**config.mk**
```make
export PLATFORM = sky130hd
export DESIGN_NAME = registers_reader_flat
export DESIGN_NICKNAME = d
export VERILOG_FILES = /design/src/rtl/registers_reader_if.sv /design/src/rtl/registers_reader.sv /design/src/flat_wrapper.sv
export SDC_FILE = /design/constraint.sdc
export NUM_CORES = 1
export LEC_CHECK = 0
export BUFFER_PORTS_ARGS = -buffer_cell sky130_fd_sc_hd__buf_2
export CAP_MARGIN = 20
export CORE_ASPECT_RATIO = 2
export CORE_MARGIN = 3
export CORE_UTILIZATION = 49
export CTS_BUF_LIST = sky130_fd_sc_hd__clkbuf_4 sky130_fd_sc_hd__clkbuf_8
export DETAILED_ROUTE_END_ITERATION = 16
export HOLD_SLACK_MARGIN = 0.06
export MAX_ROUTING_LAYER = met4
export PLACE_DENSITY = 0.7
export SLEW_MARGIN = 20
export SYNTH_ARGS = -nofsm -noshare
export SYNTH_HDL_FRONTEND = slang
export SYNTH_SLANG_ARGS = --single-unit
```
**constraint.sdc**
```tcl
create_clock -name CLK -period 4.1 [get_ports CLK]
set_clock_uncertainty 0.15 [all_clocks]
set_input_delay 0.82 -clock CLK [delete_from_list [all_inputs] [get_ports CLK]]
set_output_delay 0.82 -clock CLK [all_outputs]
set_load 0.02 [all_outputs]
```
**src/rtl/registers_reader_if.sv**
```systemverilog
// Output stream of the registers_reader burst engine.
//   out_data  : register word, valid with out_valid
//   out_valid : a word is presented
//   out_ready : the consumer accepts the word this cycle
//   out_last  : presented word is the final word of the burst
// master = producer (registers_reader), slave = consumer.
interface registers_reader_if #(
   parameter int WIDTH = 16
) ();
   logic [WIDTH-1:0] out_data;
   logic             out_valid;
   logic             out_ready;
   logic             out_last;

   modport master (output out_data, output out_valid, output out_last, input out_ready);
   modport slave  (input out_data, input out_valid, input out_last, output out_ready);
endinterface

```
**src/rtl/registers_reader.sv**
```systemverilog
// registers_reader: burst reader for a multithreaded register file.
// On start it reads 'count' consecutive registers (address wraps modulo 16)
// of one thread and streams the words out through a 4-entry FIFO.
// Ports:
//   CLK, reset        : clock (rising edge), synchronous active-high reset
//   start             : burst request, sampled only while idle
//   thread_num        : thread to read, captured on start
//   start_addr        : first register address, captured on start
//   count             : number of registers (0..16), captured on start
//   busy, done        : burst in progress / one-cycle completion pulse
//   rd_addr           : register address to the register file
//   rd_thread_num     : thread number to the register file
//   rd_en0, rd_en1    : array read enable / output flop enable (en0 delayed)
//   reg_dout          : register-file data, valid two cycles after rd_en0
//   out               : output stream (master side)
`ifndef MSB
`define MSB(x) ($clog2((x)+1)-1)
`endif
`ifndef REG_ADDR_MSB
`define REG_ADDR_MSB 3
`endif

module registers_reader #(
   parameter int WIDTH         = 16,
   parameter int N_THREADS     = 6,
   parameter int N_THREADS_MSB = `MSB(N_THREADS-1)
) (
   input  logic                     CLK,
   input  logic                     reset,
   input  logic                     start,
   input  logic [N_THREADS_MSB:0]   thread_num,
   input  logic [`REG_ADDR_MSB:0]   start_addr,
   input  logic [4:0]               count,
   output logic                     busy,
   output logic                     done,
   output logic [`REG_ADDR_MSB:0]   rd_addr,
   output logic [N_THREADS_MSB:0]   rd_thread_num,
   output logic                     rd_en0,
   output logic                     rd_en1,
   input  logic [WIDTH-1:0]         reg_dout,
   registers_reader_if.master       out
);

   localparam int STAGES = 2;    // rd_en0 -> rd_en1 -> data on reg_dout
   localparam int DEPTH  = 4;
   localparam logic [`REG_ADDR_MSB:0] ADDR_ONE = 1;

   typedef enum logic [1:0] {IDLE, READ, DRAIN} state_t;

   state_t              state;
   logic [STAGES:0]     vld_pipe;   // [0]=array read, [1]=output flop, [2]=reg_dout valid
   logic [STAGES:0]     last_pipe;  // tags the final read as it travels
   logic [4:0]          remaining;  // reads still to issue after the current one

   logic [WIDTH-1:0]    fifo_data [DEPTH];
   logic [DEPTH-1:0]    fifo_last;
   logic [1:0]          wr_ptr;
   logic [1:0]          rd_ptr;
   logic [2:0]          occ;

   logic                push;
   logic                pop;
   logic [3:0]          outstanding;
   logic                can_issue;

   assign rd_en0 = vld_pipe[0];
   assign rd_en1 = vld_pipe[1];

   assign out.out_valid = (occ != 3'd0);
   assign out.out_data  = fifo_data[rd_ptr];
   assign out.out_last  = out.out_valid & fifo_last[rd_ptr];

   assign push = vld_pipe[STAGES];
   assign pop  = out.out_valid & out.out_ready;

   // Every word in the pipe lands in the FIFO, so FIFO words plus reads in
   // flight must never exceed the FIFO depth. The current cycle's pop frees
   // one slot before the next read would enter the pipe.
   assign outstanding = {1'b0, occ} + {3'b0, vld_pipe[0]} + {3'b0, vld_pipe[1]}
                      + {3'b0, vld_pipe[2]};
   assign can_issue   = (outstanding - {3'b0, pop}) < 4'(DEPTH);

   // Control FSM, read issue and FIFO bookkeeping.
   always_ff @(posedge CLK) begin
      if (reset) begin
         state         <= IDLE;
         busy          <= 1'b0;
         done          <= 1'b0;
         rd_addr       <= '0;
         rd_thread_num <= '0;
         remaining     <= '0;
         vld_pipe      <= '0;
         last_pipe     <= '0;
         wr_ptr        <= '0;
         rd_ptr        <= '0;
         occ           <= '0;
      end else begin
         done                  <= 1'b0;
         vld_pipe[STAGES:1]    <= vld_pipe[STAGES-1:0];
         last_pipe[STAGES:1]   <= last_pipe[STAGES-1:0];
         vld_pipe[0]           <= 1'b0;
         last_pipe[0]          <= 1'b0;

         if (push) wr_ptr <= wr_ptr + 2'd1;
         if (pop)  rd_ptr <= rd_ptr + 2'd1;
         occ <= occ + {2'b0, push} - {2'b0, pop};

         case (state)
            IDLE: begin
               if (start) begin
                  if (count == 5'd0) begin
                     done <= 1'b1;
                  end else begin
                     // Pipe and FIFO are empty here, so the first read
                     // goes out immediately.
                     busy          <= 1'b1;
                     rd_thread_num <= thread_num;
                     rd_addr       <= start_addr;
                     vld_pipe[0]   <= 1'b1;
                     last_pipe[0]  <= (count == 5'd1);
                     remaining     <= count - 5'd1;
                     state         <= (count == 5'd1) ? DRAIN : READ;
                  end
               end
            end
            READ: begin
               if (can_issue) begin
                  rd_addr      <= rd_addr + ADDR_ONE;   // wraps inside the thread
                  vld_pipe[0]  <= 1'b1;
                  last_pipe[0] <= (remaining == 5'd1);
                  remaining    <= remaining - 5'd1;
                  if (remaining == 5'd1) state <= DRAIN;
               end
            end
            DRAIN: begin
               if (pop && out.out_last) begin
                  state <= IDLE;
                  busy  <= 1'b0;
                  done  <= 1'b1;
               end
            end
            default: state <= IDLE;
         endcase
      end
   end

   // FIFO storage; contents are qualified by occ, so no reset needed.
   always_ff @(posedge CLK) begin
      if (push) begin
         fifo_data[wr_ptr] <= reg_dout;
         fifo_last[wr_ptr] <= last_pipe[STAGES];
      end
   end

endmodule

```
**src/flat_wrapper.sv**
```systemverilog
// flat-port wrapper written by rule: the top's interface ports become plain ports
module registers_reader_flat 
#(
   parameter int WIDTH         = 16,
   parameter int N_THREADS     = 6,
   parameter int N_THREADS_MSB = `MSB(N_THREADS-1)
)
  (CLK, reset, start, thread_num, start_addr, count, busy, done, rd_addr, rd_thread_num, rd_en0, rd_en1, reg_dout, out_out_data, out_out_valid, out_out_last, out_out_ready);
  registers_reader_if #(.WIDTH(WIDTH)) out_i ();
  input  logic CLK;
  input  logic reset;
  input  logic start;
  input  logic [N_THREADS_MSB:0] thread_num;
  input  logic [`REG_ADDR_MSB:0] start_addr;
  input  logic [4:0] count;
  output logic busy;
  output logic done;
  output logic [`REG_ADDR_MSB:0] rd_addr;
  output logic [N_THREADS_MSB:0] rd_thread_num;
  output logic rd_en0;
  output logic rd_en1;
  input  logic [WIDTH-1:0] reg_dout;
  output wire logic [$bits(out_i.out_data)-1:0] out_out_data;
  output wire logic [$bits(out_i.out_valid)-1:0] out_out_valid;
  output wire logic [$bits(out_i.out_last)-1:0] out_out_last;
  input wire logic [$bits(out_i.out_ready)-1:0] out_out_ready;
  assign out_out_data = out_i.out_data;
  assign out_out_valid = out_i.out_valid;
  assign out_out_last = out_i.out_last;
  assign out_i.out_ready = out_out_ready;
  registers_reader #(.WIDTH(WIDTH), .N_THREADS(N_THREADS), .N_THREADS_MSB(N_THREADS_MSB)) u_core (.CLK(CLK), .reset(reset), .start(start), .thread_num(thread_num), .start_addr(start_addr), .count(count), .busy(busy), .done(done), .rd_addr(rd_addr), .rd_thread_num(rd_thread_num), .rd_en0(rd_en0), .rd_en1(rd_en1), .reg_dout(reg_dout), .out(out_i));
endmodule
```
==> results.toml, run 1 <==
[critical_path]
reg2reg_to = "u_core.remaining[2]"
path_cells = "or3_1 > nand2_1 > xor2_1 > fa_1 > inv_1 > ha_1 > and3b_4 > or4_4 > a211oi_1 > o211ai_1 > o221ai_1"
crit_path_end_kind = "flip-flop"
max_stage_delay_ns = 0.52
r2r_cells = 11
crit_slowest_cell = "or4_4"
r2r-start = "u_core.occ[0]"
worstSetupPathType = "reg -> reg"
rrSetupSlack_ns = 0.72
cp.required_ns = 4.22
critPathMaxFanout = 6
crit_arrival_ns = 3.50
startpoint_type = "flip-flop"
worstSetupStartpoint = "u_core.occ[0]"

[drt]
first_pass_iters = 5
wire_per_inst_um = 17.5
drc_errors = 0
vias = 2468
via_per_inst = 5.60
ant_nets = 0
drt_iter0_markers = 145
wl_um = 7700

[global_routing]
grtUsageTotal = 0.176
grt_max_degree = 31
antenna_found_initial = 0
grt-ovfl-total = 0
grt_pass1_vias = 2513
grt_pass1_wl_um = 12400

[die]
initial_utilization = 0.506
die_h_um = 137
std_cell_rows = 47
die_w_um = 71.4
core-area_sq_um = 8290
ios = 61
die_area_sq_um = 9770

[final_layout]
drive_gt1_frac = 0.312
n_fill_cell = 648
final_nets = 386
layout_common_cells = "68 x edfxtp_1, 60 x buf_2, 31 x dfxtp_1"
mostFrequentLayoutCell = "edfxtp_1"
n_antenna_cell = 0
area.growth.synth_to_final_pct = 13.2
finalInstanceArea_sq_um = 4750

[clock_network]
cts_buffers = 9
cts_tree = "done"
clkSlewWorstSetupHoldPaths_ns = 0.10
postCtsSetupBuffers = 0
post_cts_resized = 0
htreeDepth = 3
clockBufferDepth = 2
clk_latency_ns = 0.36
root_buffer = "clkbuf_8"
cts_num_sinks = 99
hold_buffers = 0

[sta]
min_period_ns = 3.38
relSlewSlack = 0.403
slew_viol_final = 0
finalCritPeriodShare = 0.824
hold_viol_final = 0
rsz0062_at_grt = "no"
worst_pin_slew_ns = 0.896
setup_viol = 0
clock.fmax_mhz = 296
tns_ns = 0

[place]
place_area_sq_um = 4540
io_buffer_count = 60
place.gp.congestion = 0.865
hpwl_um = 5700

[power]
vdd_drop_max_mv = 0.403
internal_power_mw = 1.81
power_switching_uw = 896
clkPwrFrac = 0.234
comb_power_share = 0.314
p_leak_nw = 1.71
power_mw = 2.71
swShare = 0.331
seqPwrFrac = 0.452
powerDensity_nw_per_um2 = 570

[worst_hold_path]
min_path_type = "reg -> reg"
whs_path_depth = 1
hold_start = "u_core.last_pipe[0]"
min_to = "u_core.last_pipe[1]"

[yosys]
synth_nets = 326
yosysTopAreaCellShare = 0.487
ys.flop_type = "edfxtp_1"
synthArstFlopShare = 0
synth_area_sq_um = 4190
ys_seq_area_frac = 0.635
synth_edf_count = 68
synth_cells = 278
ys_ff_latch = 99
synth_cell_types = 49
yosysTopAreaCell = "edfxtp_1"
avgSynthCellArea_sq_um = 15.1
yosysWarnings = 0
synth_area_leaders = "edfxtp_1 49%, dfxtp_1 15%, mux4_2 9.1%, ha_1 4.2%, inv_1 1.4%"

[run_status]
status = "finished, final reports clean"

[run]
maxCapViolations = 0
## worst max-delay path, delay by kind of cell (launching register included)
family	cells	cell delay, ns
AND/OR/NAND/NOR	4	1.42
adder cells (fa/ha/maj)	2	0.61
AO/OA/AOI/OAI	3	0.58
flip-flops	1	0.35
XOR/XNOR	1	0.12
buffers and inverters	1	0.06
## cell usage after synthesis, drive strengths merged, types with 4 or more instances
cell type,instances
clkbuf,9
nand3,6
o211ai,4
nor2b,4
a21oi,11
edfxtp,68
a211oi,6
nor3,5
buf,4
inv,16
and2,5
nor2,17
dfxtp,31
mux4,17
xor2,5
ha,14
nand2,14
xnor2,4
## power groups by stage
| stage | Combinational, mW | Clock (mW) | Sequential (mW) |
|---|---|---|---|
| 2_1_floorplan | 0.651 | 0 | 1.23 |
| 3_3_place_gp | 0.843 | 0 | 1.24 |
| 3_5_place_dp | 0.858 | 0 | 1.24 |
| 4_1_cts | 0.863 | 0.652 | 1.22 |
| 5_1_grt | 0.937 | 0.695 | 1.23 |
| 6_report | 0.850 | 0.634 | 1.22 |
## worst max path at each step
stage,slack [ns],depth (start not counted),end
5_1_grt,0.55,11,u_core.remaining[2]
2_1_floorplan,0.88,12,u_core.remaining[4]
6_report,0.72,11,u_core.remaining[2]
3_3_place_gp,0.69,11,u_core.remaining[3]
4_1_cts,0.75,11,u_core.remaining[2]
3_5_place_dp,0.59,10,u_core.remaining[4]
## registers in the layout (all words and copies together), names as in the netlist, 2 cells and up, named ones only
signal,cells
u_core.rd_ptr,2
u_core.rd_addr,4
u_core.last_pipe,3
u_core.occ,3
u_core.vld_pipe,3
u_core.wr_ptr,2
u_core.state,2
u_core.fifo_data,64
u_core.fifo_last,4
u_core.remaining,5
u_core.rd_thread_num,3
## cell families (layout without fill, tap and decap cells)
group | after synthesis | after routing | synth area share
flip-flops | 99 | 99 | 0.635
AND/OR/NAND/NOR | 69 | 69 | 0.0994
AO/OA/AOI/OAI | 38 | 38 | 0.0654
buffers and inverters | 29 | 94 | 0.0364
multiplexers | 18 | 18 | 0.0937
adder cells (fa/ha/maj) | 16 | 16 | 0.0513
XOR/XNOR | 9 | 9 | 0.0188
## through the flow
stage / utilization / hold slack (ns) / worst slack (ns) / cells
after global placement: 0.547 / 0.267 / 0.685 / 425
final: 0.573 / 0.295 / 0.720 / 441
after detailed placement: 0.547 / 0.278 / 0.590 / 425
after global routing: 0.573 / 0.311 / 0.547 / 441
after floorplan: - / 0.264 / 0.880 / 278
after CTS: 0.573 / 0.302 / 0.746 / 441
## area by class of cell
cell class / count / area, sq um / share of cell area
flip-flops and latches: 99 / 2660 / 0.561
clock buffers: 9 / 124 / 0.0261
repair buffers: 62 / 315 / 0.0664
well taps: 98 / 123 / 0.0258
clock inverters: 7 / 85.1 / 0.0179
multi-input cells: 150 / 1380 / 0.290
inverters: 16 / 60.1 / 0.0127
## layer usage
layer | track usage | routed length [um] | vias up
li1 | - | - | 1172
met1 | 0.170 | 2680 | 1192
met2 | 0.314 | 4350 | 81
met3 | 0.0375 | 334 | 23
met4 | 0.106 | 337 | 0
met5 | - | 0 | -
Power figures use the tool's default switching activity.
==> run 2, diff against run 1 <==
--- a/config.mk
+++ b/config.mk
@@ -5,6 +5,7 @@
 export SDC_FILE = /design/constraint.sdc
 export NUM_CORES = 1
 export LEC_CHECK = 0
+export ABC_AREA = 1
 export BUFFER_PORTS_ARGS = -buffer_cell sky130_fd_sc_hd__buf_2
 export CAP_MARGIN = 20
 export CORE_ASPECT_RATIO = 2
==> constraint.sdc (replaced) <==
create_clock -name CLK -period 3.24 [get_ports CLK]
set_clock_uncertainty 0.15 [all_clocks]
set_input_delay 0.648 -clock CLK [delete_from_list [all_inputs] [get_ports CLK]]
set_output_delay 0.648 -clock CLK [all_outputs]
set_load 0.02 [all_outputs]
==> results.toml, run 2 <==
[run_status]
status = "finished, final reports clean"

[power]
p_leak_nw = 2.00
powerDensity_nw_per_um2 = 776
vdd_drop_max_mv = 0.384

[die]
ios = 61
core-area_sq_um = 8350
die_h_um = 138
initial_utilization = 0.511
die_w_um = 72.0
die_area_sq_um = 9930
std_cell_rows = 47

[drt]
wire_per_inst_um = 15.0
via_per_inst = 5.26
ant_nets = 0
drc_errors = 0
vias = 3012
first_pass_iters = 7
wl_um = 8570
drt_iter0_markers = 261

[yosys]
ys_ff_latch = 99
synthTopCellsByCount = "79 x nor2_1, 68 x edfxtp_1, 41 x o21ai_0"
ys_seq_area_frac = 0.624
synth_nets = 457
yosysTopAreaCell = "edfxtp_1"
synth_cell_types = 30
synth_area_sq_um = 4270
synth_cells = 409
synth_edf_count = 68
yosysWarnings = 0
yosysTopAreaCellShare = 0.479
avgSynthCellArea_sq_um = 10.4
synth_most_common_cell = "nor2_1"
synthArstFlopShare = 0
ys.flop_type = "edfxtp_1"
synth_area_leaders = "edfxtp_1 48%, dfxtp_1 15%, nor2_1 7.0%, o21ai_0 4.8%, ha_1 4.1%"

[critical_path]
crit_buf_inv = 2
worstSetupPathType = "reg -> reg"
cp.required_ns = 3.34
crit_slowest_cell = "fa_1"
crit_arrival_ns = 2.90
path_cells = "nor2_1 > a21boi_4 > xor2_1 > fa_1 > inv_1 > ha_1 > nand3_1 > nand3_1 > nand2_1 > nand3_1 > nand2_2 > inv_2 > nor2_1 > nor2_1"
rrSetupSlack_ns = 0.45
cpLargestDelayFamily = "simple AND/OR/NAND/NOR gates"
critPathMaxFanout = 11
crit_path_end_kind = "flip-flop"
startpoint_type = "flip-flop"
max_stage_delay_ns = 0.39

[final_layout]
drive_gt1_frac = 0.208
final_nets = 518
n_antenna_cell = 0
largest_reg_flops = 64
finish.utilization = 0.580
top_regs = "u_core.fifo_data: 64 flops, u_core.remaining: 5 flops"
regMostFlops = "u_core.fifo_data"
mostFrequentLayoutCell = "nor2_1"
area.growth.synth_to_final_pct = 13.6
layout_common_cells = "79 x nor2_1, 68 x edfxtp_1, 60 x buf_2"

[clock_network]
clockBufferDepth = 2
post_cts_resized = 0
root_buffer = "clkbuf_8"
cts_buffers = 9
clk_latency_ns = 0.35
hold_buffers = 0
postCtsSetupBuffers = 0
htreeDepth = 3
cts_tree = "done"
cts_num_sinks = 99
clkSlewWorstSetupHoldPaths_ns = 0.09

[sta]
min_period_ns = 2.79
finalCritPeriodShare = 0.862
rsz0062_at_grt = "no"
hold_viol_final = 0
worst_pin_slew_ns = 0.780
setup_viol = 0
relSlewSlack = 0.479
slew_viol_final = 0
tns_ns = 0
clock.fmax_mhz = 358

[global_routing]
grtUsageMet2 = 0.347
grt.met3_usage = 0.0298
grt_pass1_wl_um = 13700
grt_max_degree = 33
met1_usage = 0.183
antenna_found_initial = 0
grtUsageTotal = 0.187
grt_pass1_vias = 2953
grt-ovfl-total = 0
busiest_layer = "met2"

[place]
place.gp.congestion = 0.854
hpwl_um = 6100
io_buffer_count = 60

[worst_hold_path]
min_path_type = "reg -> reg"

[run]
maxCapViolations = 0
## run 2: cell types whose count changed after synthesis, sizes merged, moves of 7 or more
cell,delta
nor2,+66
nand3,+7
o21ai,+50
mux4,-17
nand2,+27
inv,+30
o22ai,+16
## run 2: routing by layer
metal | up-vias | part of all wire
met5 | - | 0
met4 | 0 | 0.032
met3 | 20 | 0.035
met2 | 71 | 0.56
met1 | 1426 | 0.37
li1 | 1495 | -
## run 2: worst paths after layout
path | from | endpoint | cells past startpoint
worst max-delay path | u_core.occ[0] | u_core.remaining[3] | 14
worst min-delay path | u_core.last_pipe[0] | u_core.last_pipe[1] | 2
worst max register to register | u_core.occ[0] | u_core.remaining[3] | 14
worst min register to register | u_core.last_pipe[0] | u_core.last_pipe[1] | 2
## run 2: power breakdown
group          switching [mW]  internal [mW]  leakage [nW]  total, mW
combinational           0.905          0.480          1.03       1.39
clock                   0.398          0.396         0.103      0.793
sequential              0.102           1.48         0.868       1.58
## run 2: stage by stage
stage	power [mW]	setup slack, ns	instances	hold slack, ns	cell area (sq um)
after floorplan	2.64	0.697	409	0.238	4270
after global placement	2.96	0.331	557	0.240	4640
after detailed placement	3.00	0.205	557	0.245	4640
after CTS	3.80	0.448	573	0.259	4850
after global routing	4.03	0.233	573	0.269	4850
final	3.76	0.446	573	0.263	4850
## run 2: kinds of logic (layout without fill, tap and decap cells)
family                     after synthesis  after routing  share of synthesized area
AOI/OAI and AO/OA                       85             85                      0.115
DFF                                     99             99                      0.624
xor gates and xnor gates                 8              8                     0.0164
adders and majority gates               16             16                     0.0505
and+or+nand+nor                        141            141                      0.135
buffers and inverters                   60            126                     0.0587
## run 2: final cells by class
cell class / count / area [sq um]
clock buffers: 12 / 153
clock inverters: 4 / 51.3
fillers: 739 / 3500
inverters: 46 / 175
multi-input cells: 250 / 1350
flip-flops and latches: 99 / 2660
well taps: 98 / 123
repair buffers: 64 / 330
## run 2: tightest hold or removal path, delay by kind of cell (launching register included)
family / cells / cell delay (ns)
simple gates: 1 / 0.03
flops: 1 / 0.31
buf+inv: 1 / 0.04
